### config.mk
export PLATFORM = sky130hd
export DESIGN_NAME = timed_decoder
export DESIGN_NICKNAME = d
export VERILOG_FILES = /design/src/rtl/timed_decoder_pkg.sv /design/src/rtl/timed_decoder_onehot_dec.sv /design/src/rtl/timed_decoder.sv
export SDC_FILE = /design/constraint.sdc
export NUM_CORES = 1
export LEC_CHECK = 0
export ABC_AREA = 1
export CORE_AREA = 10 10 47 49
export DETAILED_ROUTE_END_ITERATION = 10
export DIE_AREA = 0 0 57 59
export PLACE_DENSITY = 0.69
export SLEW_MARGIN = 30
export SYNTH_ARGS = -nofsm -noshare
export SYNTH_HDL_FRONTEND = slang
export SYNTH_SLANG_ARGS = --single-unit
### constraint.sdc
create_clock -name clk -period 1.1 [get_ports clk]
set_input_delay 0.165 -clock clk [delete_from_list [all_inputs] [get_ports clk]]
set_output_delay 0.165 -clock clk [all_outputs]
set_load 0.02 [all_outputs]
### src/rtl/timed_decoder_pkg.sv
// Shared types and constants for the timed one-hot enable decoder.
package timed_decoder_pkg;

  typedef enum logic [1:0] {
    IDLE  = 2'd0,
    HOLD  = 2'd1,
    PULSE = 2'd2
  } state_t;

  localparam logic MODE_LEVEL = 1'b0;
  localparam logic MODE_PULSE = 1'b1;

  // Counter width for a pulse of len cycles; never narrower than one bit.
  function automatic int cnt_width(input int len);
    int w;
    w = $clog2(len + 1);
    return (w < 1) ? 1 : w;
  endfunction

endpackage

### src/rtl/timed_decoder_onehot_dec.sv
// Combinational address-to-one-hot map; all-zero when address >= NUM_OUT.
module onehot_dec #(
  parameter int ADDR_W  = 2,
  parameter int NUM_OUT = 4
) (
  input  logic [ADDR_W-1:0]  address,
  output logic [0:NUM_OUT-1] onehot
);

  // NUM_OUT <= 2**ADDR_W, so every index fits in ADDR_W bits.
  for (genvar i = 0; i < NUM_OUT; i++) begin : g_out
    assign onehot[i] = (address == ADDR_W'(i));
  end

endmodule

### src/rtl/timed_decoder.sv
// One-hot enable decoder with level (hold) and timed pulse modes, sticky
// out-of-range error, and synchronous clear.
module timed_decoder
  import timed_decoder_pkg::*;
#(
  parameter int ADDR_W    = 2,
  parameter int NUM_OUT   = 4,
  parameter int PULSE_LEN = 4
) (
  input  logic              clk,
  input  logic              reset,
  input  logic              in_valid,
  output logic              in_ready,
  input  logic [ADDR_W-1:0] address,
  input  logic              mode,
  input  logic              clear,
  output logic [0:NUM_OUT-1] en,
  output logic              busy,
  output logic              err
);

  localparam int CNT_W = cnt_width(PULSE_LEN);
  localparam logic [CNT_W-1:0] CNT_LOAD = CNT_W'(PULSE_LEN - 1);

  state_t             state;
  logic [CNT_W-1:0]   cnt;
  logic [0:NUM_OUT-1] sel;
  logic               in_range;
  logic               accept;

  onehot_dec #(
    .ADDR_W  (ADDR_W),
    .NUM_OUT (NUM_OUT)
  ) u_dec (
    .address (address),
    .onehot  (sel)
  );

  assign in_range = |sel;
  assign in_ready = reset && (state != PULSE);
  assign accept   = in_valid && in_ready;

  always_ff @(posedge clk) begin
    if (!reset) begin
      state <= IDLE;
      cnt   <= '0;
      en    <= '0;
      busy  <= 1'b0;
      err   <= 1'b0;
    end else if (clear) begin
      // Clear wins over a simultaneous accept and aborts any pulse.
      state <= IDLE;
      cnt   <= '0;
      en    <= '0;
      busy  <= 1'b0;
      err   <= 1'b0;
    end else if (accept) begin
      if (!in_range) begin
        state <= IDLE;
        cnt   <= '0;
        en    <= '0;
        busy  <= 1'b0;
        err   <= 1'b1;
      end else if (mode == MODE_PULSE) begin
        state <= PULSE;
        cnt   <= CNT_LOAD;
        en    <= sel;
        busy  <= 1'b1;
      end else begin
        state <= HOLD;
        cnt   <= '0;
        en    <= sel;
        busy  <= 1'b0;
      end
    end else if (state == PULSE) begin
      // Counter reads PULSE_LEN-1 on the first pulse cycle, exit when it reads 0.
      if (cnt == '0) begin
        state <= IDLE;
        en    <= '0;
        busy  <= 1'b0;
      end else begin
        cnt <= cnt - 1'b1;
      end
    end
  end

endmodule
Word-level counts from Yosys, hierarchy flattened
Cells that the tools add are included.
{ "op_classes": {"add_sub_neg": 1, "n_mul": 0, "div_mod_pow": 0, "n_lt_le_gt_ge": 0, "eq_ne": 6, "shifts": 0, "muxes": 19, "bitwise": 2, "reduce_logical": 11} }
{ "ops": {"columns": ["cell", "n"], "rows": [
  ["$mux 4", 4],
  ["$mux 2", 7],
  ["$mux 3", 3],
  ["$eq 2x2->1 const B", 3],
  ["$reduce_and 2->1", 3],
  ["$mux 1", 5],
  ["$ne 2x2->1 const B", 2],
  ["$reduce_bool 2->1", 2],
  ["$reduce_or 4->1", 1],
  ["$logic_not 3->1", 1],
  ["$sub 3x1->3 const B", 1],
  ["$eq 2x1->1 const B", 1],
  ["$logic_and 1x1->1", 2],
  ["$logic_not 2->1", 1],
  ["$not 1->1", 2],
  ["$reduce_or 2->1", 1]
]} }
{ "word_totals": {"regBits": 11, "latch_bits": 0, "mem_bits_rw": 0, "romBits": 0, "in_bits": 7, "output_inout_bits": 7, "word_cells": 44, "n_memories": 0} }

Longest topological paths before layout
Gate-level depths: netlist of run 1.
{ "depth": {"depth_word": 5, "mapped_depth": 9, "ltp_nobuf": 9} }

Modules after synthesis
From an unflattened synthesis of run 1, not the netlist that was laid out.
{ "hier_totals": {"hier_cells": 75, "area_unflattened_um2": 558.0} }
{ "modules_own_cells": {"columns": ["module", "instances", "cells_per_inst", "area_per_inst_um2", "seq_area_each_um2"], "rows": [
  ["timed_decoder", 1, 68, 531.8, 200.2],
  ["onehot_dec", 1, 7, 26.3, 0.0]
]} }

Least setup slack after synthesis of run 1
OpenSTA, ideal clock, no wires.
{ "synth_timing": {"path_type": "register to register", "from": "register cnt[0]", "to": "register cnt[0]", "setup_time_ns": 0.114, "arrival_time_ns": 1.027, "required_ns": 0.986, "slack_ns": -0.041, "path_stages_with_launch": 10, "n_path_buf": 0, "synth_period_minus_slack_ns": 1.141, "path_cell_list": "dfxtp_1 > inv_1 > ha_1 > ha_1 > inv_1 > nand2_1 > nand2_1 > nand2_1 > nand2_1 > nand2_1"} }
{ "synth_between": {"elab_chain_cells": 4, "word_cells_on_any_way": 7, "cone_classes": "add/sub: 1; eq/ne: 1; mux: 3; reduce/logical: 2"} }
{ "synth_lines": {"columns": ["item", "line", "text"], "rows": [
  ["start, declared", "timed_decoder.sv:26", "logic [CNT_W-1:0] cnt;"],
  ["start signal, assigned", "timed_decoder.sv:82", "cnt <= cnt - 1'b1;"],
  ["$sub 3x1->3", "timed_decoder.sv:82", null],
  ["$mux 3", "timed_decoder.sv:77", "if (cnt == '0) begin"],
  ["$mux 3", "timed_decoder.sv:75", "end else if (state == PULSE) begin"],
  ["$mux 3", "timed_decoder.sv:57", "end else if (accept) begin"]
]} }
Parallel ways exist; a longest one is shown, timed or not. The select of a mux whose other input is x is not followed.
A chain may end at the register's enable or synchronous reset.

==> results of run 1 <==
-- power breakdown --
part | internal [mW] | switching [mW]
Clock | 0.127 | 0.130
Combinational | 0.0696 | 0.0782
Sequential | 0.368 | 0.00375
Total | 0.565 | 0.212
-- per-stage QoR --
stage / util [%] / hold WS, ns
final: 60.3 / 0.398
after global routing: 60.3 / 0.413
after CTS: 59.6 / 0.390
after detailed placement: 53.5 / 0.423
after global placement: 53.5 / 0.416
after floorplan: - / 0.296
-- kinds of logic (layout without fill, tap and decap cells) --
logic type,after synthesis,in the layout
AOI/OAI and AO/OA,4,4
DFF,10,10
and+or+nand+nor,40,40
adders and majority gates,2,2
buffers and inverters,15,42
-- sequential cells by signal, indices dropped and copies added (netlist names) --
name and count:
cnt 3, state 1, err 1, busy 1, en 4
-- routing by layer --
metal / GRT usage [%] / wire, microns
met1: 7.03 / 525
met2: 14.1 / 703
met3: 4.08 / 78
met4: 7.05 / 44
met5: 0 / 0
-- what timing repair did --
action / CTS / global route
gates cloned: 0 / 0
endpoints found under the setup margin: 15 / 13
gates resized for setup: 39 / 15
buffers inserted: 2 / 0
pin swaps: 7 / 4
-- final cells by class --
class                   instances  area (sq um)
inverters                      15          58.8
multi-input cells              46           355
fillers                       132           557
flip-flops and latches         10           205
clock buffers                   3          22.5
well taps                      16          20.0
repair buffers                 24           183
-- final timing paths --
kind	start	endpoint	slack, ns	cells past startpoint
max	busy	in_ready	-0.04	4
max reg2reg	cnt[1]	cnt[1]	-0.02	9
min	reset	en[3]	0.40	3
min reg2reg	err	err	0.43	2
-- cell usage in the layout (no fill, tap or decap), drive strengths merged --
master	n
ha	2
nand2	23
nand3	4
nor2	9
o21ai	2
a21oi	2
clkbuf	8
inv	15
nand4	4
clkdlybuf4s50	5
dfxtp	10
buf	13
dlygate4sd2	1
-- worst reg2reg max path, stage by stage (launching register included) --
cell and delay, ns:
dfxtp_2 0.34, inv_2 0.04, ha_4 0.15, ha_4 0.18, inv_2 0.06, nand2_2 0.06
nand2_2 0.05, nand2_1 0.04, nand2_1 0.05, nand2_1 0.04
-- synthesized netlist by cell type --
| cell | n |
|---|---|
| o21ai_1 | 1 |
| ha_1 | 2 |
| nand3_4 | 1 |
| a21oi_1 | 2 |
| nand2_1 | 22 |
| nand3_2 | 1 |
| inv_2 | 1 |
| nand3_1 | 2 |
| o21ai_2 | 1 |
| nand4_1 | 4 |
| dfxtp_1 | 10 |
| nand2_2 | 1 |
| nor2_8 | 1 |
| nor2_1 | 7 |
| inv_1 | 13 |
| nor2_4 | 1 |
| inv_4 | 1 |
==> flow_summary_export.csv, run 1 <==
group,metric,value,unit
drt,routed_wl,1350,microns
power_and_ir_drop,ir_drop,0.666,mV
cts,cts_buffer_depth,2,
yosys,yosys_register_bits,10,
drt,drtAntennaViolNets,0,
timing,fin_ws,-0.0365,ns
die,io_pins,14,
yosys,synth-adder-area-share,4.84,%
yosys,synth_mux_area_share,0,%
timing,post-route-period-util,103,%
yosys,syn_inst,71,
placed_design,dp_slack,-0.620,ns
die,die-area,3360,sq um
yosys,syn_area,517,sq um
global_routing,antenna_found_initial,0,
global_routing,grt.total_usage,8.22,%
worst_setup_path,worstPathRequired,0.94,ns
yosys,synth-seq-area-share,38.7,%
cts,cts_hold_buf,0,
drt,first_pass_iters,3,
power_and_ir_drop,p_per_area,920,nW/um^2
yosys,syn_area_per_cell,7.28,sq um
worst_setup_path,start_kind,"flip-flop",
cts,cts_root_buf,"clkbuf_4",
timing,clock_skew,0.00270,ns
cts,cts_tree,"built",
die,die_width,57,microns
drt,vias_per_cell,4.58,
timing,relSlewSlack,87.6,%
global_routing,grt_pass1_wl,2130,microns
yosys,yosys.area_share.xor_xnor,0,%
timing,tightest_slew,0.185,ns
placed_design,placedCellCount,109,
cts,htreeDepth,1,
cts,cts.clk_slew.worst_paths,0.06,ns
yosys,yosysWarnings,0,
timing,tns,-0.0811,ns
global_routing,gr-total-overflow,0,
layout,final_cells,114,
yosys,synthesis.nets,80,
layout,fin_area,845,sq um
cts,cts.sinks,10,
die,fp.dieH,59,microns
worst_setup_path,critPathTopFamily,"flip-flops",
layout,drive_above_1_share,52.0,%
worst_setup_path,crit_path_top_delay_cell,"dfxtp_2",
cts,cts-buffers-inserted,3,
placed_design,dp_hpwl,963,microns
yosys,synth_top_family_by_area,"simple AND/OR/NAND/NOR gates",
timing,rsz0062_at_grt,"yes",
yosys,synthSimpleGateAreaFrac,40.4,%
die,core,1400,sq um
worst_hold_path,hold_path_class,"primary input to flip-flop",
drt,drc,0,
worst_setup_path,path_class,"flip-flop to output pin",
timing,hold_violations,0,
outcome,violations,"negative setup slack",
timing,min_period,1.14,ns
worst_setup_path,worstPathArrival,0.97,ns
die,rows,14,
worst_setup_path,worstPathCellList,"inv_2 > nor2_4 > nor2_2 > buf_6",
worst_setup_path,path_max_fanout,2,
placed_design,routabilityCongestion,0.852,
worst_setup_path,cp-end-kind,"output pin",
power_and_ir_drop,p_leak,0.381,nW
layout,synthToLayoutAreaGrowth,63.4,%
yosys,synth_top_area_cell,"dfxtp_1",
timing,slew_violations,0,
cts,clk_latency,0.27,ns
timing,max_freq,0.880,GHz
drt,vias,522,
yosys,synth_area_leaders,"dfxtp_1, nand2_1, inv_1",
yosys,synth_top_area_share,38.7,%
worst_setup_path,slowest_delay,0.32,ns
global_routing,grt_pass1_vias,524,
layout,diodes,0,
global_routing,grt_max_degree,9,
drt,drtIter0Drc,2,
power_and_ir_drop,total_power,0.777,mW
drt,post_drt_wl_per_cell,11.9,microns
placed_design,port_buffers,13,
timing,setup_viol,4,
die,start_util,36.9,%
layout,nets,109,
job,maxCapViolations,0,
placed_design,place_area,749,sq um
worst_setup_path,cp.buffers_inverters,2,
yosys,synth-compound-area-share,4.60,%
outcome,status,"finished, violations left",
yosys,synth.distinct_cells,17,
No activity file was read; power rests on OpenSTA's default activity.
==> run 2, diff against run 1 <==
--- a/config.mk
+++ b/config.mk
@@ -9,7 +9,7 @@
 export CORE_AREA = 10 10 47 49
 export DETAILED_ROUTE_END_ITERATION = 10
 export DIE_AREA = 0 0 57 59
-export PLACE_DENSITY = 0.69
+export PLACE_DENSITY = 0.67
 export SLEW_MARGIN = 30
 export SYNTH_ARGS = -nofsm -noshare
 export SYNTH_HDL_FRONTEND = slang
==> constraint.sdc (replaced) <==
create_clock -name clk -period 1.4 [get_ports clk]
set_input_delay 0.21 -clock clk [delete_from_list [all_inputs] [get_ports clk]]
set_output_delay 0.21 -clock clk [all_outputs]
set_load 0.02 [all_outputs]
==> flow_summary_export.csv, run 2 (synthesis results as in run 1) <==
group,metric,value,unit
worst_setup_path,critPathTopFamily,"adder cells",
drt,drc,0,
drt,drtIter0Drc,5,
die,core,1400,sq um
cts,cts_tree,"built",
cts,clk_latency,0.26,ns
die,die_width,57,microns
layout,multiInputGateArea,260,sq um
layout,fillCellCount,152,
drt,wl_met1,447,microns
die,fp.dieH,59,microns
drt,post_drt_wl_per_cell,10.2,microns
layout,final_cell_mix,"nand2_1, inv_1, dfxtp_1",
placed_design,routabilityCongestion,0.748,
layout,largest-register,"en",
cts,cts.sinks,10,
layout,seqCellArea,200,sq um
global_routing,grt_pass1_wl,1900,microns
placed_design,dp_hpwl,918,microns
job,maxCapViolations,0,
layout,largest_reg_flops,4,
drt,drtAntennaViolNets,0,
cts,cts-buffers-inserted,3,
timing,tightest_slew,0.213,ns
global_routing,antenna_found_initial,0,
timing,post-route-period-util,91.6,%
drt,vias_per_cell,4.50,
timing,relSlewSlack,85.8,%
layout,final_common_cell,"nand2_1",
die,rows,14,
layout,synthToLayoutAreaGrowth,42.4,%
placed_design,port_buffers,13,
power_and_ir_drop,ir_drop,0.600,mV
drt,vias,490,
timing,clock_skew,0.00295,ns
layout,biggestRegsByFlops,"en x4, cnt x3",
global_routing,grt_pass1_vias,481,
worst_setup_path,start_kind,"flip-flop",
worst_setup_path,worstPathCellList,"inv_1 > ha_1 > ha_1 > nand2_1 > nand3_2 > o21ai_1",
power_and_ir_drop,p_sw_share,24.0,%
worst_hold_path,hold_path_class,"primary input to flip-flop",
die,start_util,36.9,%
worst_setup_path,worstPathArrival,1.48,ns
drt,first_pass_iters,2,
layout,drive_above_1_share,20.4,%
power_and_ir_drop,switching_power,0.154,mW
worst_setup_path,path_max_fanout,4,
cts,cts_root_buf,"clkbuf_4",
power_and_ir_drop,p_seq_share,45.3,%
worst_setup_path,cp.buffers_inverters,1,
timing,max_freq,0.780,GHz
layout,diodes,0,
global_routing,gr-total-overflow,0,
cts,cts.clk_slew.worst_paths,0.07,ns
drt,wl_met2,528,microns
power_and_ir_drop,intPower,0.487,mW
timing,setup_viol,0,
die,die-area,3360,sq um
die,io_pins,14,
global_routing,grt.total_usage,7.10,%
timing,rsz0062_at_grt,"no",
outcome,status,"completed",
cts,htreeDepth,1,
worst_setup_path,cp-end-kind,"flip-flop",
layout,nets,103,
drt,routed_wl,1110,microns
worst_setup_path,slowest_delay,0.33,ns
timing,tns,0,ns
power_and_ir_drop,p_clk_share,40.9,%
worst_setup_path,crit_top_cell,"ha_1",
timing,slew_violations,0,
global_routing,grt_max_degree,9,
timing,min_period,1.28,ns
timing,hold_violations,0,
drt,routed.top_layer,"met4",
worst_setup_path,path_class,"flip-flop to flip-flop",
worst_setup_path,worstPathRequired,1.59,ns
power_and_ir_drop,p_per_area,871,nW/um^2
cts,cts_buffer_depth,2,
power_and_ir_drop,pwr-share-comb,13.7,%
drt,wl_met3,108,microns
power_and_ir_drop,p_leak,0.376,nW
cts,cts_hold_buf,0,
worst_setup_path,crit_path_top_delay_cell,"dfxtp_1",
cts,postCtsSetupBuffers,0,
power_and_ir_drop,total_power,0.641,mW
## run 2: power groups by stage
| stage | Combinational (mW) | Sequential [mW] | Clock (mW) |
|---|---|---|---|
| after floorplan | 0.0408 | 0.300 | 0 |
| after global placement | 0.0901 | 0.297 | 0 |
| after detailed placement | 0.0912 | 0.298 | 0 |
| after CTS | 0.0884 | 0.291 | 0.270 |
| after global routing | 0.0971 | 0.291 | 0.287 |
| final | 0.0881 | 0.291 | 0.262 |
## run 2: repair_timing
item	CTS	global route
endpoints found under the setup margin	7	2
gates cloned	0	0
gates resized for setup	10	3
## run 2: path summary, 6_finish.rpt
path                            depth (start not counted)    end  slack [ns]    from
worst max-delay path                                    6   busy        0.12  cnt[0]
worst min-delay path                                    3  en[3]        0.33   reset
worst max register to register                          6   busy        0.12  cnt[0]
worst min register to register                          2    err        0.43     err
## run 2: layout make-up
class	instances	area share, %
multi-input cells	46	35.4
clock buffers	4	4.93
flip-flops and latches	10	27.2
well taps	16	2.72
inverters	15	7.99
repair buffers	18	21.8
## run 2: worst register-to-register path, cell delays in order, from the launching register on
cell and delay, ns:
dfxtp_1 0.33, inv_1 0.06, ha_1 0.19, ha_1 0.22
nand2_1 0.17, nand3_2 0.12, o21ai_1 0.13
## run 2: stage by stage
stage | util (%) | cell area (sq um) | setup slack [ns] | std cells | hold WS, ns
after floorplan | - | 517 | 0.259 | 71 | 0.341
after global placement | 50.3 | 704 | -0.399 | 105 | 0.412
after detailed placement | 50.3 | 704 | -0.415 | 105 | 0.425
after CTS | 52.0 | 728 | 0.0274 | 109 | 0.436
after global routing | 52.5 | 736 | 0.0327 | 109 | 0.353
final | 52.5 | 736 | 0.118 | 109 | 0.329
## run 2: layer usage
layer / vias to the layer above / GRT usage (%)
li1: 266 / -
met1: 209 / 6.68
met2: 11 / 11.5
met3: 4 / 4.29
met4: 0 / 4.70
met5: - / 0
